**src/rtl/loom_dpi_caller.sv**
```systemverilog
// Bridges a DUT-side trigger to a DPI register-file call/return handshake, freezing the DUT while in flight.
// Optional return-wait timeout enabled by defining LOOM_DPI_CALLER_TIMEOUT_EN.
module loom_dpi_caller #(
    parameter int MAX_ARGS  = 8,
    parameter int TIMEOUT_W = 16
) (
    input  logic                     clk_i,
    input  logic                     rst_ni,
    input  logic                     trig_i,
    input  logic [MAX_ARGS*32-1:0]   trig_args_i,
    output logic                     stall_o,
    output logic                     done_o,
    output logic [63:0]              result_o,
    output logic [MAX_ARGS*32-1:0]   out_args_o,
    output logic [31:0]              call_cnt_o,
    input  logic [TIMEOUT_W-1:0]     timeout_cycles_i,
    output logic                     timeout_o,
    output logic                     dpi_call_valid_o,
    input  logic                     dpi_call_ready_i,
    output logic [MAX_ARGS*32-1:0]   dpi_call_args_o,
    input  logic                     dpi_ret_valid_i,
    output logic                     dpi_ret_ready_o,
    input  logic [64+MAX_ARGS*32-1:0] dpi_ret_data_i
);

    localparam logic [1:0] IDLE = 2'd0;
    localparam logic [1:0] CALL = 2'd1;
    localparam logic [1:0] WAIT = 2'd2;
    localparam logic [1:0] RESP = 2'd3;

    logic [1:0]  state_reg, state_next;
    logic [63:0] result_reg;
    logic [31:0] call_cnt_reg;
    logic        trig_accept, call_fire, ret_fire;

    assign trig_accept = (state_reg == IDLE) && trig_i;
    assign call_fire   = (state_reg == CALL) && dpi_call_ready_i;
    assign ret_fire    = (state_reg == WAIT) && dpi_ret_valid_i;

    always_comb begin
        state_next = state_reg;
        case (state_reg)
            IDLE:    if (trig_i) state_next = CALL;
            CALL:    if (dpi_call_ready_i) state_next = WAIT;
            WAIT:    if (dpi_ret_valid_i) state_next = RESP;
            default: state_next = IDLE;
        endcase
    end

    always_ff @(posedge clk_i or negedge rst_ni) begin
        if (!rst_ni) begin
            state_reg    <= IDLE;
            result_reg   <= '0;
            call_cnt_reg <= '0;
        end else begin
            state_reg <= state_next;
            if (ret_fire) begin
                result_reg   <= dpi_ret_data_i[63:0];
                call_cnt_reg <= call_cnt_reg + 32'd1;
            end
        end
    end

    // One register pair per argument word: outgoing call args and host write-back.
    for (genvar gi = 0; gi < MAX_ARGS; gi++) begin : g_word
        logic [31:0] arg_word_reg;
        logic [31:0] out_word_reg;

        always_ff @(posedge clk_i or negedge rst_ni) begin
            if (!rst_ni) begin
                arg_word_reg <= '0;
                out_word_reg <= '0;
            end else begin
                if (trig_accept) arg_word_reg <= trig_args_i[gi*32 +: 32];
                if (ret_fire)    out_word_reg <= dpi_ret_data_i[64 + gi*32 +: 32];
            end
        end

        assign dpi_call_args_o[gi*32 +: 32] = arg_word_reg;
        assign out_args_o[gi*32 +: 32]      = out_word_reg;
    end

`ifdef LOOM_DPI_CALLER_TIMEOUT_EN
    logic [TIMEOUT_W-1:0] wait_cnt_reg, wait_cnt_next;
    logic                 timeout_reg;

    always_comb begin
        wait_cnt_next = wait_cnt_reg;
        if (call_fire)
            wait_cnt_next = '0;
        else if ((state_reg == WAIT) && (wait_cnt_reg != '1))
            wait_cnt_next = wait_cnt_reg + TIMEOUT_W'(1);
    end

    // Flag only; the call keeps waiting for the host after a timeout.
    always_ff @(posedge clk_i or negedge rst_ni) begin
        if (!rst_ni) begin
            wait_cnt_reg <= '0;
            timeout_reg  <= 1'b0;
        end else begin
            wait_cnt_reg <= wait_cnt_next;
            if (trig_accept)
                timeout_reg <= 1'b0;
            else if ((state_reg == WAIT) && (timeout_cycles_i != '0) &&
                     (wait_cnt_next == timeout_cycles_i))
                timeout_reg <= 1'b1;
        end
    end

    assign timeout_o = timeout_reg;
`else
    logic unused_timeout_cfg;
    assign unused_timeout_cfg = ^timeout_cycles_i ^ call_fire;
    assign timeout_o = 1'b0;
`endif

    assign result_o         = result_reg;
    assign call_cnt_o       = call_cnt_reg;
    assign dpi_call_valid_o = (state_reg == CALL);
    assign dpi_ret_ready_o  = (state_reg == WAIT);
    assign done_o           = (state_reg == RESP);
    assign stall_o          = (state_reg == CALL) || (state_reg == WAIT) ||
                              ((state_reg == IDLE) && trig_i);

endmodule

```
**config.mk**
```make
export PLATFORM = sky130hd
export DESIGN_NAME = loom_dpi_caller
export DESIGN_NICKNAME = d
export VERILOG_FILES = /design/src/rtl/loom_dpi_caller.sv
export SDC_FILE = /design/constraint.sdc
export NUM_CORES = 1
export LEC_CHECK = 0
export ABC_AREA = 1
export ABC_CLOCK_PERIOD_IN_PS = 4070
export CORE_AREA = 2 2 465 467
export DETAILED_ROUTE_END_ITERATION = 6
export DIE_AREA = 0 0 467 469
export PLACE_DENSITY = 0.3
export SETUP_SLACK_MARGIN = 0.4
export SYNTH_ARGS = -nofsm -noshare
export SYNTH_HDL_FRONTEND = slang
export SYNTH_SLANG_ARGS = --single-unit
```
**constraint.sdc**
```tcl
create_clock -name clk_i -period 4.07 [get_ports clk_i]
set_input_delay 0.407 -clock clk_i [delete_from_list [all_inputs] [get_ports clk_i]]
set_output_delay 0.407 -clock clk_i [all_outputs]
set_load 0.01 [all_outputs]
```
* Word level (Yosys, flattened, before mapping)
Index checks and enable logic that the tools add are counted.
** Word-level totals
- Flip-flop bits (word level) :: 610
- Latch bits :: 0
- Bits in writable memories :: 0
- Bits in read-only memories :: 0
- Output and inout port bits :: 613
- Memories kept :: 0
** Operators by class
- Add/subtract/negate cells :: 1
- $mul :: 0
- Divide/modulo/power cells :: 0
- $lt $le $gt $ge :: 0
- Eq/ne operators :: 6
- Shift operators :: 0
- Multiplexer cells :: 4
- Bitwise logic cells :: 0
- Reduce and logical (&&, ||, !) cells :: 6
** Operator list (number)
- adder 32 x 1 -> 32 bit, second input constant :: 1
- 2-to-1 mux 2 bit :: 3
- one-hot mux 2 bit (3 select lines) :: 1
- == test 2 bit, second input constant :: 2
- != test 2 bit, second input constant :: 2
- AND reduction 3 bit :: 1
- == test 2 x 1 -> 1 bit, second input constant :: 1
- logical AND 1 bit :: 2
- zero test 2 bit :: 1
- logical OR 1 bit :: 2
- != test 2 x 1 -> 1 bit, second input constant :: 1

* Logic depth before layout (Yosys ltp)
- Word-level depth :: 3
- Gate-level depth with buffers :: 10
- Depth with buffers taken out :: 10

* Worst setup path after synthesis
No wires, ideal clock.
- Path type :: reg2out
- Start point :: reg state_reg[0]
- End point :: out stall_o
- Arrival time :: 1.218 ns
- Slack :: 2.445 ns
- Cell stages (with the launch flop) :: 7
- Buffers on the path :: 2
- Cell sequence :: dfrtp_1 > inv_1 > ha_1 > nand2_1 > buf_2 > buf_6 > nand2_1
** On the way
- Word-level cells in the longest chain between the ends :: 3
- Elaborated cells between the ends (all ways) :: 6
** RTL lines
- start: declaration :: RTL line 31 : logic [1:0] state_reg, state_next;
- start signal: assignment :: RTL line 56 : state_reg <= state_next;
- == test 2 x 1 -> 1 bit (tied with other cells) :: RTL line 122 : assign stall_o = (state_reg == CALL) || (state_reg == WAIT) ||
- logical OR 1 bit or logical AND 1 bit (tied branches) :: RTL line 122, 123
- logical OR 1 bit (*) :: RTL line 122
- end: declaration :: RTL line 11 : output logic stall_o,
Mark *: on every way between the ends. The rest lies on a longest branch, timed or not.

* Worst setup path after layout
Ends and elaborated chain as after synthesis.

==> metrics.csv <==
stage;metric;value;unit
timing;finalWorstSetupSlack;1.01;ns
grt;grt_pass1_wl;187000;um
route;detail-route-antenna-nets;0;
route;met1Wirelength;55300;um
critical_path;endpoint_kind;primary output;
flow_run;maxCapViolations;0;
grt;grt_max_degree;132;
clocking;cts-htree-levels;3;
clocking;clk_pin_slew;0.06;ns
route;drt-pass1-iter-count;5;
pwr;power.share.sequential;32.6;%
pwr;internal-power;20.7;mW
critical_path;crit_chain;inv_1 -> ha_1 -> nand2_4 -> nand2_1 -> clkdlybuf4s50_1;
route;vias;20000;
route;drc_errors;0;
critical_path;cp-start-kind;flop;
timing;period_minus_slack;3.06;ns
min_path;holdCritPathClass;in2async;
run_status;status;completed;
layout;design_area;0.0418;mm2
timing;max_freq;326;MHz
timing;finalSetupViolCount;0;
floorplan;dieArea;0.219;mm2
timing;final.setup.tns;0;ns
yosys;netlist_instances;2132;
yosys;yosysWarnings;0;
critical_path;slowest_stage;clkdlybuf4s50_1;
timing;fin_skew;0.0240;ns
layout;syn2layout_area_growth;78.9;%
route;wl_per_cell;22.4;um
timing;worst_pin_slew;0.917;ns
critical_path;critical_path_buf_inv_count;2;
timing;finalCritPeriodShare;75.3;%
grt;grt_overflow_total;0;
yosys;syn_area_per_cell;11.0;um2
floorplan;chipHeight;469;um
yosys;yosys_register_bits;610;
route;drtIter0Drc;892;
floorplan;initial_core_util;10.9;%
pwr;ir_drop;0.340;mV
layout;drive_gt1_share;7.53;%
pwr;p_sw;11.5;mW
timing;slew_headroom;38.8;%
clocking;ctsLongestPathBuffers;3;
yosys;seq_area_frac_synth;65.2;%
layout;final_cell_mix;clkdlybuf4s50_1, nand2_1, dfrtp_1;
critical_path;crit_family;buffers and inverters;
layout;final_common_cell;clkdlybuf4s50_1;
timing;rsz0062_at_grt;no;
pwr;p_comb_share;42.5;%
place;gp_congestion;0.786;
clocking;cts_root_buf;clkbuf_16;
critical_path;worstPathArrival;2.66;ns
place;placed_cells;6099;
clocking;insertion_delay;0.70;ns
critical_path;cpPeakStageDelay;0.71;ns
pwr;sw_frac_of_total;35.7;%
floorplan;ioPinCount;1210;
critical_path;path_max_fanout;23;
clocking;ctsResizeCount;0;
yosys;synth_nets;2734;
pwr;power.density;768;mW/mm2
place;dp_worst_setup_slack;1.20;ns
pwr;clkPwrFrac;24.9;%
grt;first_global_vias;21200;
clocking;post_cts_buffers;0;
route;routed.top_layer;met5;
place;hpwl;111000;um
critical_path;cp.required;3.66;ns
yosys;synth_area;0.0234;mm2
route;wirelength;140000;um
floorplan;rows;170;
route;wl_met2;66900;um
grt;grt_antenna_before_repair;65;
clocking;clkSinkCount;610;
place;placed_cell_area;0.0389;mm2
timing;hold_viol;0;
layout;nNetsFinal;3956;
floorplan;die-width;467;um
pwr;power.leakage;18.1;nW
timing;drv_slew;0;
grt;groute.usage.overall;12.4;%
critical_path;criticalPathCategory;reg2out;
place;numPortBuffers;1192;
layout;stdcell_count;6270;
clocking;cts_buffers;90;
yosys;yosysUniqueCellTypes;32;
floorplan;core;0.214;mm2
route;via_per_inst;3.19;
clocking;tritoncts;built;
route;dr_wl_met3;14600;um
==> power groups by stage <==
stage / Combinational (mW) / Clock, mW / Sequential (mW)
after floorplan: 3.51 / 0 / 11.7
after global placement: 14.2 / 0 / 10.5
after detailed placement: 14.1 / 0 / 10.6
after CTS: 14.2 / 8.48 / 10.5
after global routing: 14.9 / 8.68 / 10.9
final: 13.7 / 8.01 / 10.5
==> worst paths after layout <==
kind	from	slack (ns)	cells after the start	endpoint
worst min register to register	g_word[4].out_word_reg[23]	0.47	2	g_word[4].out_word_reg[23]
worst min-delay path	rst_ni	0.24	2	g_word[7].arg_word_reg[28]
min in group clk_i	dpi_ret_data_i[191]	0.24	3	g_word[3].out_word_reg[31]
worst max-delay path	state_reg[0]	1.01	5	stall_o
worst max register to register	state_reg[0]	1.48	7	g_word[2].out_word_reg[3]
max in group asynchronous	rst_ni	2.50	4	g_word[1].arg_word_reg[6]
==> final cells by class <==
cell class	instances	area, um2
clock inverter	26	277
clock buffer	138	2690
sequential	610	15300
antenna	6	15.0
tap	2838	3550
timing repair buffer	1231	12400
multi-input combinational	1386	7480
fill	23500	172000
inverter	35	139
==> what timing repair did <==
item	4_1_cts	5_1_grt
endpoints found under the setup margin	0	0
endpoints found under the hold margin	55	0
hold buffers	1	0
==> routing by layer <==
metal	global-route usage, %	vias to the layer above
met2	20.8	910
li1	-	9221
met3	5.82	229
met4	2.85	34
met1	14.1	9632
met5	0	-
==> stage by stage <==
stage,power (mW),util (%),hold WS [ns]
after floorplan,15.2,-,0.111
after global placement,24.7,18.2,0.461
after detailed placement,24.7,18.2,0.464
after CTS,33.2,19.6,0.115
after global routing,34.4,19.6,0.157
final,32.2,19.6,0.236
==> cells in the mapped netlist (all sizes together) <==
library cell	n	area [um2]
buf	75	442
clkbuf	26	97.6
conb	1	3.75
dfrtp	610	15300
ha	5	62.6
inv	35	131
mux2	256	2880
nand2	1027	3870
nand3	18	113
nand3b	4	33.8
nand4	12	81.3
nor2	34	189
nor3	4	20.0
o211ai	1	7.51
o21ai	2	10.0
o31ai	1	7.51
xnor2	12	105
xor2	9	78.8
==> cells by family (layout without fill, tap and decap cells) <==
family / count (synthesis) / count (layout) / share of synthesized area, %
XOR/XNOR: 21 / 21 / 0.786
adder cells (fa/ha/maj): 5 / 5 / 0.267
other: 1 / 7 / 0.0160
AND/OR/NAND/NOR: 1099 / 1099 / 18.4
multiplexers: 256 / 256 / 12.3
AO/OA/AOI/OAI: 4 / 4 / 0.107
flip-flops: 610 / 610 / 65.2
buffers and inverters: 136 / 1430 / 2.87
No activity file was read; power rests on OpenSTA's default activity.
